[src/rtl/stream_pkg.sv]
// stream_pkg: shared arbitration mode type and width helper for the stream arbiter
package stream_pkg;

    typedef enum logic {ARB_RR, ARB_FIXED} arb_mode_e;

    function automatic int clog2_min1(input int n);
        return (n > 1) ? $clog2(n) : 1;
    endfunction

endpackage

[src/rtl/stream_fifo.sv]
// stream_fifo: single-clock FIFO with registered occupancy, one instance per input channel
module stream_fifo #(
    parameter int DATA_WIDTH = 32,
    parameter int FIFO_DEPTH = 4,
    localparam int AW        = $clog2(FIFO_DEPTH),
    localparam int LVL_W     = AW + 1
) (
    input  logic                  clk,
    input  logic                  rst_n,
    input  logic                  push,
    input  logic                  pop,
    input  logic [DATA_WIDTH-1:0] wdata,
    output logic [DATA_WIDTH-1:0] rdata,
    output logic                  full,
    output logic                  empty,
    output logic [LVL_W-1:0]      level
);

    logic [DATA_WIDTH-1:0] mem [FIFO_DEPTH];
    logic [AW-1:0]         wr_ptr;
    logic [AW-1:0]         rd_ptr;
    logic                  do_push;
    logic                  do_pop;

    assign full    = level == LVL_W'(FIFO_DEPTH);
    assign empty   = level == '0;
    assign do_push = push && !full;
    assign do_pop  = pop && !empty;
    assign rdata   = mem[rd_ptr];

    // Storage array needs no reset; only pointers and level define what is valid
    always_ff @(posedge clk)
        if (do_push) mem[wr_ptr] <= wdata;

    // Pointers wrap naturally since the depth is a power of two
    always_ff @(posedge clk or negedge rst_n)
        if (!rst_n) begin
            wr_ptr <= '0;
            rd_ptr <= '0;
            level  <= '0;
        end else begin
            wr_ptr <= wr_ptr + AW'(do_push);
            rd_ptr <= rd_ptr + AW'(do_pop);
            level  <= level + LVL_W'(do_push) - LVL_W'(do_pop);
        end

endmodule

[src/rtl/multi_channel_stream_arbiter.sv]
// multi_channel_stream_arbiter: per-channel FIFOs merged onto one tagged output stream
module multi_channel_stream_arbiter
    import stream_pkg::*;
#(
    parameter int        NUM_CHANNELS = 4,
    parameter int        DATA_WIDTH   = 32,
    parameter int        FIFO_DEPTH   = 4,
    parameter arb_mode_e ARB_MODE     = ARB_RR,
    localparam int       CH_W         = clog2_min1(NUM_CHANNELS),
    localparam int       LVL_W        = $clog2(FIFO_DEPTH) + 1
) (
    input  logic                             clk,
    input  logic                             rst_n,
    input  logic [NUM_CHANNELS-1:0]          in_valid,
    output logic [NUM_CHANNELS-1:0]          in_ready,
    input  logic [NUM_CHANNELS*DATA_WIDTH-1:0] in_data,
    output logic                             out_valid,
    input  logic                             out_ready,
    output logic [DATA_WIDTH-1:0]            out_data,
    output logic [CH_W-1:0]                  out_channel,
    output logic [NUM_CHANNELS*LVL_W-1:0]    fifo_level
);

    logic                  in_en;
    logic [NUM_CHANNELS-1:0] fifo_full;
    logic [NUM_CHANNELS-1:0] fifo_empty;
    logic [DATA_WIDTH-1:0] fifo_rdata [NUM_CHANNELS];
    logic [CH_W-1:0]       last_grant;
    logic [CH_W-1:0]       grant;
    logic [CH_W-1:0]       cand;
    logic                  found;
    logic                  load;

    assign load = (!out_valid || out_ready) && found;

    for (genvar c = 0; c < NUM_CHANNELS; c++) begin : g_ch
        assign in_ready[c] = in_en && !fifo_full[c];
        stream_fifo #(
            .DATA_WIDTH(DATA_WIDTH),
            .FIFO_DEPTH(FIFO_DEPTH)
        ) u_fifo (
            .clk  (clk),
            .rst_n(rst_n),
            .push (in_valid[c] && in_ready[c]),
            .pop  (load && grant == CH_W'(c)),
            .wdata(in_data[c*DATA_WIDTH +: DATA_WIDTH]),
            .rdata(fifo_rdata[c]),
            .full (fifo_full[c]),
            .empty(fifo_empty[c]),
            .level(fifo_level[c*LVL_W +: LVL_W])
        );
    end

    // Input enable comes up one edge after reset release so nothing is accepted on the release edge
    always_ff @(posedge clk or negedge rst_n)
        if (!rst_n) in_en <= 1'b0;
        else        in_en <= 1'b1;

    // Grant search: fixed mode scans from channel 0, round robin scans from the channel after the last grant
    always_comb begin
        grant = '0;
        cand  = '0;
        found = 1'b0;
        for (int i = 0; i < NUM_CHANNELS; i++) begin
            cand = CH_W'((ARB_MODE == ARB_FIXED) ? i : (int'(last_grant) + 1 + i) % NUM_CHANNELS);
            if (!found && !fifo_empty[cand]) begin
                found = 1'b1;
                grant = cand;
            end
        end
    end

    // Round-robin pointer advances only when a word is actually popped
    always_ff @(posedge clk or negedge rst_n)
        if (!rst_n)    last_grant <= CH_W'(NUM_CHANNELS - 1);
        else if (load) last_grant <= grant;

    // Output register: reloads whenever empty or being consumed, otherwise holds the pending word
    always_ff @(posedge clk or negedge rst_n)
        if (!rst_n) begin
            out_valid   <= 1'b0;
            out_data    <= '0;
            out_channel <= '0;
        end else if (load) begin
            out_valid   <= 1'b1;
            out_data    <= fifo_rdata[grant];
            out_channel <= grant;
        end else if (out_ready) begin
            out_valid   <= 1'b0;
        end

endmodule
[config.mk]
export PLATFORM = sky130hd
export DESIGN_NAME = multi_channel_stream_arbiter
export DESIGN_NICKNAME = d
export VERILOG_FILES = /design/src/rtl/stream_pkg.sv /design/src/rtl/stream_fifo.sv /design/src/rtl/multi_channel_stream_arbiter.sv
export SDC_FILE = /design/constraint.sdc
export NUM_CORES = 1
export LEC_CHECK = 0
export BUFFER_PORTS_ARGS = -buffer_cell sky130_fd_sc_hd__buf_4
export CAP_MARGIN = 20
export CELL_PAD_IN_SITES_DETAIL_PLACEMENT = 0
export CELL_PAD_IN_SITES_GLOBAL_PLACEMENT = 1
export CORE_UTILIZATION = 40
export DETAILED_ROUTE_END_ITERATION = 8
export GPL_ROUTABILITY_DRIVEN = 0
export PLACE_DENSITY = 0.71
export SLEW_MARGIN = 20
export SYNTH_ARGS = -nofsm -noshare
export SYNTH_HDL_FRONTEND = slang
export SYNTH_HIERARCHICAL = 1
export SYNTH_SLANG_ARGS = --single-unit
[constraint.sdc]
create_clock -name clk -period 9.95 [get_ports clk]
set_input_delay 0.4975 -clock clk [delete_from_list [all_inputs] [get_ports clk]]
set_output_delay 0.4975 -clock clk [all_outputs]
set_load 0.01 [all_outputs]
**Word-level counts from Yosys, hierarchy flattened**

Memory sizes are Yosys's and may differ from the RTL's.
Cells that the tools add are included.

- Bitwise gates (word level): 1
- Order comparisons: 5
- Eq/ne operators: 7
- Reductions and logical operators: 45
- Add/subtract/negate cells: 20
- Muxes and demuxes: 29

Operator list:

| operator | number |
|---|---|
| binary-select mux 32 bit (select 2 bit) | 1 |
| two-way mux 32 bit | 2 |
| logical AND 1 bit | 24 |
| two-way mux 1 bit | 18 |
| adder 2 x 1 -> 2 bit | 8 |
| zero test 1 bit | 14 |
| adder 3 x 1 -> 3 bit | 4 |
| == test 3 bit (second input constant) | 4 |
| zero test 3 bit | 4 |
| less-than comparator 2 x 3 -> 1 bit (second input constant) | 4 |
| subtractor 3 x 1 -> 3 bit | 4 |
| binary-select mux 1 bit (select 2 bit) | 4 |
| two-way mux 2 bit | 4 |
| adder 2 bit (second input constant) | 3 |
| == test 2 bit (second input constant) | 2 |
| greater-or-equal comparator 3 bit (second input constant) | 1 |
| inverter 2 -> 3 bit | 1 |
| adder 2 x 1 -> 2 bit (second input constant) | 1 |
| == test 2 x 1 -> 1 bit (second input constant) | 1 |
| zero test 2 bit | 1 |
| nonzero test 2 bit | 1 |
| logical OR 1 bit | 1 |

- Memory bits (writable): 512
- Register bits after elaboration: 66
- Memories kept: 4
- Logic and storage cells: 128
- Input port bits: 135

Memories:

| memory | depth | bits a word | read ports | clocked after Yosys merged registers in | write ports | line | RTL |
|---|---|---|---|---|---|---|---|
| g_ch[0].u_fifo.mem | 4 | 32 | 1 | 0 | 1 | stream_fifo.sv:19 | `logic [DATA_WIDTH-1:0] mem [FIFO_DEPTH];` |
| g_ch[1].u_fifo.mem | 4 | 32 | 1 | 0 | 1 | stream_fifo.sv:19 |  |
| g_ch[2].u_fifo.mem | 4 | 32 | 1 | 0 | 1 | stream_fifo.sv:19 |  |
| g_ch[3].u_fifo.mem | 4 | 32 | 1 | 0 | 1 | stream_fifo.sv:19 |  |

**Depth between registers and ports, before layout**

Gate-level depths: netlist of the first run.

- Word-level depth: 17
- Mapped depth: 15
- Depth with buffers taken out: 12

**Cells and area by module**

The synthesis of the first run kept the hierarchy.

Modules (own cells, without submodules):

| module | cells an instance | times used | area each (µm²) |
|---|---|---|---|
| stream_fifo at g_ch[1].u_fifo ... | 202 | 2 | 5,067.4 |
| stream_fifo at g_ch[0].u_fifo | 199 | 1 | 5,058.6 |
| stream_fifo at g_ch[3].u_fifo | 199 | 1 | 5,056.1 |
| multi_channel_stream_arbiter | 226 | 1 | 2,581.2 |

**Worst setup path after synthesis of the first run**

No wires, ideal clock.

- Path type: register to register
- Start point: register g_ch[1].u_fifo.level[0]
- End point: memory g_ch[1].u_fifo.mem[1][0] (enable)
- Data required time: 9.437 ns
- Stages on the path, launching flop included: 7
- Path slack: 4.759 ns
- Arrival time: 4.678 ns
- Cells stage by stage: dfrtp_1 clkbuf_1 nor3b_2 nor2b_1 and2_1 inv_1 nor4b_1

- Cells in the longest elaborated chain, start to end: 7

Ends and longest elaborated chain:

| item | line | RTL |
|---|---|---|
| from (decl) | stream_fifo.sv:16 | `output logic [LVL_W-1:0] level` |
| from (signal assigned) | stream_fifo.sv:44 | `level <= level + LVL_W'(do_push) - LVL_W'(do_pop);` |
| == test 3 bit | stream_fifo.sv:25 | `assign full = level == LVL_W'(FIFO_DEPTH);` |
| via fifo_full[1] | multi_channel_stream_arbiter.sv:25 | `logic [NUM_CHANNELS-1:0] fifo_full;` |
| zero test 1 bit | multi_channel_stream_arbiter.sv:37 | `assign in_ready[c] = in_en && !fifo_full[c];` |
| logical AND 1 bit | multi_channel_stream_arbiter.sv:37 |  |
| via in_ready[1] | multi_channel_stream_arbiter.sv:15 | `output logic [NUM_CHANNELS-1:0] in_ready,` |
| logical AND 1 bit | multi_channel_stream_arbiter.sv:44 | `.push (in_valid[c] && in_ready[c]),` |
| logical AND 1 bit | stream_fifo.sv:27 | `assign do_push = push && !full;` |
| two-way mux 1 bit | stream_fifo.sv:33 | `if (do_push) mem[wr_ptr] <= wdata;` |
| two-way mux 1 bit (implied by the code) | stream_fifo.sv:33 |  |
| to (decl) | stream_fifo.sv:19 |  |

The timed path passes the listed nets, and every way through them passes these cells.

**Final worst setup path of the first run**

- Start point: register g_ch[2].u_fifo.level[1]
- End point: register g_ch[0].u_fifo.level[2]

- Cells in the longest elaborated chain, start to end: 16
- Elaborated cells on any way between the ends: 30

Ends and longest elaborated chain:

| item | line | RTL |
|---|---|---|
| from (decl) | stream_fifo.sv:16 |  |
| from (signal assigned) | stream_fifo.sv:44 |  |
| zero test 3 bit * | stream_fifo.sv:26 | `assign empty = level == '0;` |
| via fifo_empty[2] | multi_channel_stream_arbiter.sv:26 | `logic [NUM_CHANNELS-1:0] fifo_empty;` |
| binary-select mux 1 bit (select 2 bit) | multi_channel_stream_arbiter.sv:66 | `if (!found && !fifo_empty[cand]) begin` |
| two-way mux 1 bit (implied by the code) | multi_channel_stream_arbiter.sv:66 |  |
| zero test 1 bit | multi_channel_stream_arbiter.sv:66 |  |
| logical AND 1 bit | multi_channel_stream_arbiter.sv:66 |  |
| two-way mux 1 bit | multi_channel_stream_arbiter.sv:66 |  |
| zero test 1 bit | multi_channel_stream_arbiter.sv:66 |  |
| logical AND 1 bit | multi_channel_stream_arbiter.sv:66 |  |
| two-way mux 1 bit | multi_channel_stream_arbiter.sv:66 |  |
| zero test 1 bit | multi_channel_stream_arbiter.sv:66 |  |
| logical AND 1 bit | multi_channel_stream_arbiter.sv:66 |  |
| two-way mux 2 bit or two-way mux 1 bit (tied branches) | multi_channel_stream_arbiter.sv:66 |  |
| zero test 2 bit or logical AND 1 bit (tied branches) | multi_channel_stream_arbiter.sv:45, multi_channel_stream_arbiter.sv:34 |  |
| logical AND 1 bit * | multi_channel_stream_arbiter.sv:45 | `.pop (load && grant == CH_W'(c)),` |
| logical AND 1 bit * | stream_fifo.sv:28 | `assign do_pop = pop && !empty;` |
| subtractor 3 x 1 -> 3 bit * | stream_fifo.sv:44 |  |
| to (signal assigned) | stream_fifo.sv:44 |  |
| to (decl) | stream_fifo.sv:16 |  |

Mark *: on every way through the listed nets, which the timed path passes. The rest lies on a longest branch. The select of a mux whose other input is x is not followed.
A chain may end at the register's enable or synchronous reset.

==> results of run 1 <==
==> per-stage QoR <==
stage,instances,instance area (sq um),setup WS (ns)
global placement,1942,25000,5.82
detailed placement,1942,25000,5.65
CTS,2047,26800,5.66
global route,2048,26800,5.40
floorplan,1028,22800,4.76
finish,2049,26800,5.66
==> cell type report <==
type / instances / area [sq um] / share of cell area
antenna: 2 / 5.00 / 0.000186
clock buffer: 67 / 1510 / 0.0564
clock inverter: 38 / 365 / 0.0136
inverter: 7 / 26.3 / 0.000979
multi-input combinational: 388 / 5360 / 0.200
sequential: 578 / 17000 / 0.634
tap: 756 / 946 / 0.0352
timing repair buffer: 213 / 1600 / 0.0596
==> registers in the layout (all words and copies together), names as in the netlist <==
name                cells
g_ch.u_fifo/level      12
g_ch.u_fifo/mem       512
g_ch.u_fifo/rd_ptr      8
g_ch.u_fifo/wr_ptr      8
in_en                   1
last_grant              2
out_channel             2
out_data               32
out_valid               1
==> placed cells by master, fill, tap and decap left out, drive strengths merged, types with 4 or more instances in the layout <==
cell type,Yosys,layout
o221ai,32,32
nor2,10,10
nor2b,11,11
nor3b,4,4
inv,7,9
mux2i,66,66
bufinv,0,7
nand2,39,39
and2,6,6
buf,43,213
mux4,128,128
fa,4,4
dfrtp,64,64
clkinv,0,28
o311ai,4,4
o31ai,5,5
nor4bb,4,4
xnor2,14,14
nor3,7,7
edfxtp,512,512
clkbuf,12,67
ha,8,8
xor2,6,6
nor4b,8,8
==> cell families after synthesis <==
family | share of synthesized area
DFF | 0.746
muxes | 0.158
and+or+nand+nor | 0.0246
AOI/OAI and AO/OA | 0.0308
buffers and inverters | 0.0252
xor gates and xnor gates | 0.00767
adders and majority gates | 0.00789
other | 0.000164
==> power by group through the flow <==
stage | Combinational (mW) | Clock [mW] | Sequential (mW)
global route | 2.63 | 2.29 | 3.30
global placement | 2.44 | 0 | 3.29
CTS | 2.48 | 2.19 | 3.27
finish | 2.42 | 2.14 | 3.26
detailed placement | 2.47 | 0 | 3.32
floorplan | 1.84 | 0 | 3.26
==> worst max path at each step <==
stage / startpoint / end / slack [ns] / cells past startpoint
floorplan: g_ch[1].u_fifo/level[0]$_DFF_PN0_ / g_ch[1].u_fifo/mem[1][0]$_DFFE_PP_ / 4.76 / 6
global placement: g_ch[2].u_fifo/level[1]$_DFF_PN0_ / g_ch[0].u_fifo/level[2]$_DFF_PN0_ / 5.82 / 11
detailed placement: g_ch[2].u_fifo/level[1]$_DFF_PN0_ / g_ch[0].u_fifo/level[2]$_DFF_PN0_ / 5.65 / 11
CTS: g_ch[2].u_fifo/level[1]$_DFF_PN0_ / g_ch[0].u_fifo/level[2]$_DFF_PN0_ / 5.66 / 11
global route: g_ch[2].u_fifo/level[1]$_DFF_PN0_ / g_ch[0].u_fifo/level[2]$_DFF_PN0_ / 5.40 / 11
finish: g_ch[2].u_fifo/level[1]$_DFF_PN0_ / g_ch[0].u_fifo/level[2]$_DFF_PN0_ / 5.66 / 11
==> synth_stat cells (6+ instances only) <==
master	count	area share
edfxtp_1	512	0.67
mux4_2	112	0.11
mux2i_1	66	0.029
dfrtp_1	64	0.070
nand2_1	39	0.0064
o221ai_2	29	0.019
mux4_1	16	0.018
buf_2	15	0.0033
xnor2_1	14	0.0054
buf_12	12	0.011
nor2b_1	11	0.0030
nor2_1	10	0.0016
buf_6	9	0.0044
clkbuf_1	9	0.0015
ha_1	8	0.0044
nor4b_1	8	0.0031
inv_1	7	0.0012
nor3_1	7	0.0015
and2_1	6	0.0016
xor2_1	6	0.0023
==> worst max-delay path: cells and delay by family (launching register included) <==
family / cells / cell delay, ns
compound gates: 2 / 0.38
xor+xnor: 2 / 0.27
flops: 1 / 0.48
buf+inv: 1 / 0.36
fa+ha+maj: 2 / 0.61
mux: 1 / 0.23
simple gates: 3 / 1.85
==> metal layers <==
layer  wire length, microns  GRT usage  up-vias
li1                       -          -     4736
met1                  21300      0.241     5490
met2                  21800      0.246      225
met3                   3020     0.0492       53
met4                    700     0.0359        6
met5                     34          0        -
==> impl_metrics.json, run 1 <==
{
  "status": "completed",
  "drt_pass1_iterations": 4,
  "critPathKind": "reg -> reg",
  "cts_resized": 0,
  "final.fill_count": 4720,
  "grt_max_degree": 67,
  "fmax_ghz": 0.233,
  "power.total_mw": 7.82,
  "clockPowerShare": 0.273,
  "skew_ns": 0.0121,
  "fin_crit_ns": 4.29,
  "ios": 186,
  "grt_overflow": 0,
  "worstRegToRegCells": 11,
  "synth_cell_types": 52,
  "combPwrFrac": 0.309,
  "drive_gt1_frac": 0.367,
  "r2r-end": "g_ch[0].u_fifo/level[2]$_DFF_PN0_",
  "clk_path_buf_depth": 3,
  "p_sw_mw": 2.41,
  "wl_per_cell_microns": 22.9,
  "seq_area_frac_synth": 0.746,
  "seq_power_share": 0.417,
  "layout_worst_path_cycle_share": 0.431,
  "grt_pass1_vias": 10782,
  "routed_wl_mm": 46.9,
  "route.detailed.drc": 0,
  "crit_top_cell": "xnor2_1",
  "cts_buffers": 56,
  "postCtsSetupBuffers": 0,
  "hold_slack_ns": 0.00328,
  "numClockSinks": 578,
  "die_height_microns": 241,
  "cap_violations": 0,
  "first_iter_violations": 763,
  "start_kind": "flip-flop",
  "endpoint_kind": "flip-flop",
  "hp-class": "in -> async",
  "start_util": 0.405,
  "port_buffers": 185,
  "grt_pass1_wl_mm": 70.2,
  "setup_viol": 0,
  "slew_viol_final": 0,
  "place_hpwl_mm": 31.2,
  "ant_nets": 0,
  "p_leak_nw": 9.21,
  "syn_avg_cell_area_sq_um": 22.2,
  "clockRootBuffer": "clkbuf_16",
  "clk_latency_ns": 0.60,
  "via_per_inst": 5.13,
  "crit_chain": "nor3_1 -> a31o_1 -> buf_4 -> or2_2 -> nor2_1 -> mux2i_1 -> a221oi_1 -> ha_1 -> fa_1 -> xnor2_1 -> xnor2_1",
  "reg2reg_from": "g_ch[2].u_fifo/level[1]$_DFF_PN0_",
  "antenna_found_initial": 6,
  "finalNetCount": 1391,
  "rsz0062_at_grt": "false",
  "cp.arrival_ns": 4.78,
  "ys_seq_elements": 578,
  "syn_area_sq_um": 22800,
  "dominantRegCellSynth": "edfxtp_1",
  "syn_inst": 1028,
  "switching_share": 0.308,
  "peakVddDrop_mv": 0.183,
  "worstPathRequired_ns": 10.44,
  "synth-edff-count": 512,
  "syn_nets": 1175,
  "slew_headroom": 0.365,
  "rows": 87,
  "setup_tns_ns": 0,
  "areaGrowthSynthToFinish_pct": 17.6,
  "utilization": 0.476,
  "die_x_microns": 241,
  "cts_tree": "yes",
  "cts-htree-levels": 2,
  "die_area_sq_um": 58000,
  "tightest_slew_ns": 0.952,
  "cp_slowest_cell": "or2_2",
  "crit_fanout": 38,
  "grtUsageTotal": 0.165,
  "p_per_area_nw_per_um2": 291,
  "internal-power_mw": 5.41,
  "ff2ff_setup_slack_ns": 5.66,
  "async_flop_share": 0.114,
  "ys.warnings.count": 6,
  "vias": 10510,
  "cts_hold_buffers": 0,
  "final_hold_viol_count": 0,
  "clkTransAtPathRegs_ns": 0.06,
  "core-area_sq_um": 56400,
  "slowest_delay_ns": 0.82
}
(Power assumes the default switching activity.)
==> inputs of run 2 (changes only) <==
--- a/config.mk
+++ b/config.mk
@@ -12,7 +12,7 @@
 export CORE_UTILIZATION = 40
 export DETAILED_ROUTE_END_ITERATION = 8
 export GPL_ROUTABILITY_DRIVEN = 0
-export PLACE_DENSITY = 0.71
+export PLACE_DENSITY = 0.74
 export SLEW_MARGIN = 20
 export SYNTH_ARGS = -nofsm -noshare
 export SYNTH_HDL_FRONTEND = slang
==> constraint.sdc (replaced) <==
create_clock -name clk -period 3.7 [get_ports clk]
set_input_delay 0.185 -clock clk [delete_from_list [all_inputs] [get_ports clk]]
set_output_delay 0.185 -clock clk [all_outputs]
set_load 0.01 [all_outputs]
==> run 2 against run 1 <==
Effect of this change:
- non-clock buffer count up 135
- clock power rose to 2.5 times the previous value
- sequential cell count unchanged
- wire length up 0.64%
- sequential share of layout area down 2.7 points
- clock-buffer cell count up 5
- via count up 5.6%
- register-to-register slack worse by 5.4 ns
- utilization up 2.2 points
- final cell count up 6.3%
- sequential power rose to 2.7 times the previous value
- largest cell class unchanged
- largest power group unchanged
- highest routed layer unchanged
==> impl_metrics.json, run 2 (same netlist as run 1, synthesis figures left out) <==
{
  "status": "completed",
  "start_util": 0.405,
  "cts_tree": "yes",
  "crit_fanout": 10,
  "die_x_microns": 241,
  "die_area_sq_um": 58000,
  "grt_overflow": 0,
  "wl_per_cell_microns": 21.7,
  "rows": 87,
  "vias": 11100,
  "final_common_cell": "edfxtp_1",
  "first_iter_violations": 672,
  "hold_slack_ns": 0.234,
  "final_area_sq_um": 28100,
  "clkTransAtPathRegs_ns": 0.06,
  "place_hpwl_mm": 30.8,
  "clk_latency_ns": 0.61,
  "fin_crit_ns": 3.44,
  "skew_ns": 0.0232,
  "core-area_sq_um": 56400,
  "port_buffers": 185,
  "largest_reg_flops": 512,
  "dp_slack_ns": 0.319,
  "layout_worst_path_cycle_share": 0.929,
  "final.fill_count": 4624,
  "p_leak_nw": 9.69,
  "worstPathRequired_ns": 4.18,
  "grtUsageTotal": 0.166,
  "grt_pass1_vias": 11541,
  "hp-class": "in -> async",
  "start_kind": "flip-flop",
  "top_regs": "g_ch.u_fifo/mem x512, out_data x32, g_ch.u_fifo/level x12",
  "slew_headroom": 0.384,
  "regMostFlops": "g_ch.u_fifo/mem",
  "finalNetCount": 1526,
  "cts_buffers": 56,
  "crit_family": "simple AND/OR/NAND/NOR gates",
  "cp_slowest_cell": "nor3_1",
  "power.total_mw": 20.8,
  "p_per_area_nw_per_um2": 742,
  "antenna_cells": 0,
  "rsz0062_at_grt": "false",
  "crit_chain": "nor3_1 -> nor2b_1 -> a2111oi_1 -> a21oi_1 -> nand2b_2 -> nor2_1 -> o211a_1 -> a211oi_1 -> ha_1 -> fa_1 -> xor2_1 -> xnor2_1",
  "slew_viol_final": 0,
  "cts-htree-levels": 2,
  "cap_violations": 0,
  "final_hold_viol_count": 0,
  "die_height_microns": 241,
  "antenna_found_initial": 3,
  "endpoint_kind": "flip-flop",
  "worst_slack_ns": 0.264,
  "cp.arrival_ns": 3.91,
  "clockRootBuffer": "clkbuf_16",
  "via_per_inst": 5.09,
  "numClockSinks": 578,
  "worst-path-buf-inv": 0,
  "slowest_delay_ns": 0.51,
  "route.detailed.drc": 0,
  "drive_gt1_frac": 0.327,
  "clk_path_buf_depth": 3,
  "drt_pass1_iterations": 5,
  "grt_max_degree": 67,
  "areaGrowthSynthToFinish_pct": 22.9,
  "ios": 186,
  "layout_common_cells": "edfxtp_1 (512), buf_4 (216), dlygate4sd3_1 (130), mux4_2 (112), mux2i_1 (66)",
  "postCtsSetupBuffers": 0,
  "fmax_ghz": 0.291,
  "placedCellCount": 1947,
  "setup_viol": 0,
  "routed_wl_mm": 47.2,
  "instances_no_fill": 2179,
  "peakVddDrop_mv": 0.730,
  "placed_cell_area_sq_um": 25000,
  "critPathKind": "reg -> reg",
  "grt_pass1_wl_mm": 71.9,
  "ant_nets": 0,
  "tightest_slew_ns": 0.923
}
[run 2: final cells by class]
| type | count | area, sq um | share of cell area |
|---|---|---|---|
| Clock buffer | 72 | 1480 | 0.0528 |
| Tap cell | 756 | 946 | 0.0337 |
| Inverter | 7 | 26.3 | 0.000936 |
| Timing Repair Buffer | 348 | 2960 | 0.106 |
| Multi-Input combinational cell | 388 | 5380 | 0.192 |
| Clock inverter | 30 | 229 | 0.00816 |
| Sequential cell | 578 | 17000 | 0.607 |
[run 2: what timing repair did]
item / CTS / global route
resized for setup: 0 / 1
setup endpoints to repair: 0 / 1
hold buffers: 130 / 0
hold endpoints to repair: 577 / 0
[run 2: power breakdown]
| part | switching, mW | internal (mW) |
|---|---|---|
| clock network | 2.33 | 3.03 |
| logic | 3.35 | 3.17 |
| registers | 0.790 | 8.16 |
[run 2: metrics by stage]
step / utilization / setup TNS (ns)
after floorplan: - / -287.53
after global placement: 0.444 / 0
after detailed placement: 0.444 / 0
after CTS: 0.498 / 0
after global routing: 0.498 / 0
final: 0.498 / 0
[run 2: final timing paths]
check | cells past startpoint | from | to | slack, ns
min in group clk | 5 | in_valid[2] | g_ch[2].u_fifo/wr_ptr[0]$_DFF_PN0_ | 0.24
hold reg to reg | 1 | g_ch[3].u_fifo/rd_ptr[1]$_DFF_PN0_ | g_ch[3].u_fifo/rd_ptr[1]$_DFF_PN0_ | 0.47
max in group asynchronous | 2 | rst_n | g_ch[1].u_fifo/rd_ptr[0]$_DFF_PN0_ | 2.74
setup reg to reg | 12 | g_ch[1].u_fifo/level[1]$_DFF_PN0_ | g_ch[2].u_fifo/level[2]$_DFF_PN0_ | 0.26
setup / recovery | 12 | g_ch[1].u_fifo/level[1]$_DFF_PN0_ | g_ch[2].u_fifo/level[2]$_DFF_PN0_ | 0.26
hold / removal | 2 | rst_n | g_ch[2].u_fifo/rd_ptr[1]$_DFF_PN0_ | 0.23
[run 2: metal layers]
layer | routed length (microns) | vias up | GRT usage
li1 | - | 4987 | -
met2 | 21800 | 259 | 0.249
met1 | 21900 | 5765 | 0.247
met3 | 2360 | 83 | 0.0312
met4 | 1160 | 6 | 0.0524
met5 | 37 | - | 0
==> inputs of run 3 (changes only) <==
--- a/config.mk
+++ b/config.mk
@@ -10,6 +10,7 @@
 export CELL_PAD_IN_SITES_DETAIL_PLACEMENT = 0
 export CELL_PAD_IN_SITES_GLOBAL_PLACEMENT = 1
 export CORE_UTILIZATION = 40
+export CTS_BUF_LIST = sky130_fd_sc_hd__clkbuf_2 sky130_fd_sc_hd__clkbuf_4 sky130_fd_sc_hd__clkbuf_8
 export DETAILED_ROUTE_END_ITERATION = 8
 export GPL_ROUTABILITY_DRIVEN = 0
 export PLACE_DENSITY = 0.74
==> run 3 against run 2 <==
Effect of this change:
- combinational power barely moved
- fmax rose by 1.4%
- utilization rose by 0.17 points
- clock power fell by 1%
- sequential cell count did not move
- critical path depth did not move
- first-iteration DRC count rose by 7.0%
- die area did not move
- largest power group unchanged
- clock-buffer cell count rose by 54
- register-to-register slack improved by 0.05 ns
==> impl_metrics.json, run 3 (same netlist as run 1, synthesis figures left out) <==
{
  "status": "completed",
  "skew_ns": 0.0186,
  "critPathKind": "reg -> reg",
  "p_per_area_nw_per_um2": 738,
  "crit_chain": "nor3_1 -> and2_1 -> a2111oi_1 -> a21oi_1 -> nand2b_2 -> nor2_1 -> o211a_1 -> a211oi_1 -> ha_1 -> fa_1 -> xor2_1 -> xnor2_1",
  "power.total_mw": 20.8,
  "start_kind": "flip-flop",
  "via_per_inst": 5.10,
  "regMostFlops": "g_ch.u_fifo/mem",
  "rsz0062_at_grt": "false",
  "ant_nets": 0,
  "worstRegToRegCells": 12,
  "worst_slack_ns": 0.312,
  "slew_headroom": 0.387,
  "wl_per_cell_microns": 21.4,
  "core-area_sq_um": 56400,
  "final_hold_viol_count": 0,
  "die_height_microns": 241,
  "cts_tree": "yes",
  "ios": 186,
  "vias": 11440,
  "die_area_sq_um": 58000,
  "final_common_cell": "edfxtp_1",
  "tightest_slew_ns": 0.919,
  "layout_worst_path_cycle_share": 0.916,
  "hp-class": "in -> reg",
  "numClockSinks": 578,
  "placed_cell_area_sq_um": 25000,
  "peakVddDrop_mv": 0.727,
  "rows": 87,
  "worstPathRequired_ns": 4.23,
  "grtUsageTotal": 0.170,
  "hold_depth": 5,
  "cp.arrival_ns": 3.92,
  "setup_tns_ns": 0,
  "cts_buffers": 90,
  "finalNetCount": 1560,
  "areaGrowthSynthToFinish_pct": 23.3,
  "grt_pass1_vias": 11830,
  "port_buffers": 185,
  "placedCellCount": 1947,
  "postCtsSetupBuffers": 0,
  "utilization": 0.499,
  "grt_overflow": 0,
  "drt_pass1_iterations": 5,
  "die_x_microns": 241,
  "fin_crit_ns": 3.39,
  "cp_slowest_cell": "nor3_1",
  "start_util": 0.405,
  "grt_pass1_wl_mm": 73.1,
  "drive_gt1_frac": 0.360,
  "place_hpwl_mm": 30.8,
  "fmax_ghz": 0.295,
  "largest_reg_flops": 512,
  "final_area_sq_um": 28200,
  "setup_viol": 0,
  "instances_no_fill": 2245,
  "cts-htree-levels": 3,
  "clk_path_buf_depth": 3,
  "hold_slack_ns": 0.185,
  "top_regs": "g_ch.u_fifo/mem x512, out_data x32, g_ch.u_fifo/level x12",
  "p_leak_nw": 9.82,
  "routed_wl_mm": 48.0,
  "clockRootBuffer": "clkbuf_8",
  "clk_latency_ns": 0.66,
  "clkTransAtPathRegs_ns": 0.06,
  "crit_fanout": 8,
  "slew_viol_final": 0,
  "dp_slack_ns": 0.319,
  "route.detailed.drc": 0,
  "slowest_delay_ns": 0.53,
  "grt_max_degree": 67,
  "antenna_found_initial": 5,
  "first_iter_violations": 719,
  "layout_common_cells": "edfxtp_1 (512), buf_4 (216), dlygate4sd3_1 (130), mux4_2 (112), clkbuf_8 (96)",
  "cap_violations": 0,
  "endpoint_kind": "flip-flop"
}
run 3: cell types whose count changed in the layout (fill, tap and decap cells not counted), sizes merged:
cell	change
clkinvlp	-1
bufinv	-1
diode	+2
clkbuf	+54
inv	+3
clkinv	+9
run 3: power by group:
part | internal [mW] | switching, mW | total, mW
Clock | 2.86 | 2.42 | 5.29
Combinational | 3.17 | 3.36 | 6.53
Sequential | 8.16 | 0.789 | 8.95
Total | 14.2 | 6.57 | 20.8
run 3: per-layer routing:
metal / up-vias / wire [microns] / GRT usage
li1: 5086 / - / -
met1: 5953 / 22000 / 0.250
met2: 310 / 22400 / 0.250
met3: 83 / 2600 / 0.0369
met5: - / 49 / 0
met4: 8 / 1050 / 0.0572
run 3: timing repair:
item	4_1_cts	5_1_grt
hold buffers	130	0
resized for setup	0	1
hold endpoints to repair	579	0
setup endpoints to repair	0	1
run 3: worst max-delay path: cells and delay by family (launching register included):
kind | cells | cell delay [ns]
adder cells (fa/ha/maj) | 2 | 0.63
AO/OA/AOI/OAI | 4 | 0.61
AND/OR/NAND/NOR | 4 | 1.25
flip-flops | 1 | 0.47
XOR/XNOR | 2 | 0.30
run 3: final cells by class:
| class | instances | area [sq um] |
|---|---|---|
| tap | 756 | 946 |
| sequential | 578 | 17000 |
| clock inverter | 40 | 256 |
| clock buffer | 126 | 1550 |
| timing repair buffer | 348 | 2960 |
| antenna | 2 | 5.00 |
| inverter | 7 | 26.3 |
| multi-input combinational | 388 | 5380 |
| fill | 4674 | 28200 |
run 3: worst paths after layout:
check / startpoint / to / slack, ns
max in group asynchronous: rst_n / g_ch[1].u_fifo/rd_ptr[0]$_DFF_PN0_ / 2.80
hold / removal: in_valid[2] / g_ch[2].u_fifo/wr_ptr[0]$_DFF_PN0_ / 0.18
setup reg to reg: g_ch[0].u_fifo/level[1]$_DFF_PN0_ / g_ch[2].u_fifo/level[2]$_DFF_PN0_ / 0.31
setup / recovery: g_ch[0].u_fifo/level[1]$_DFF_PN0_ / g_ch[2].u_fifo/level[2]$_DFF_PN0_ / 0.31
hold reg to reg: g_ch[3].u_fifo/rd_ptr[1]$_DFF_PN0_ / g_ch[3].u_fifo/rd_ptr[1]$_DFF_PN0_ / 0.47
min in group asynchronous: rst_n / g_ch[2].u_fifo/rd_ptr[1]$_DFF_PN0_ / 0.19
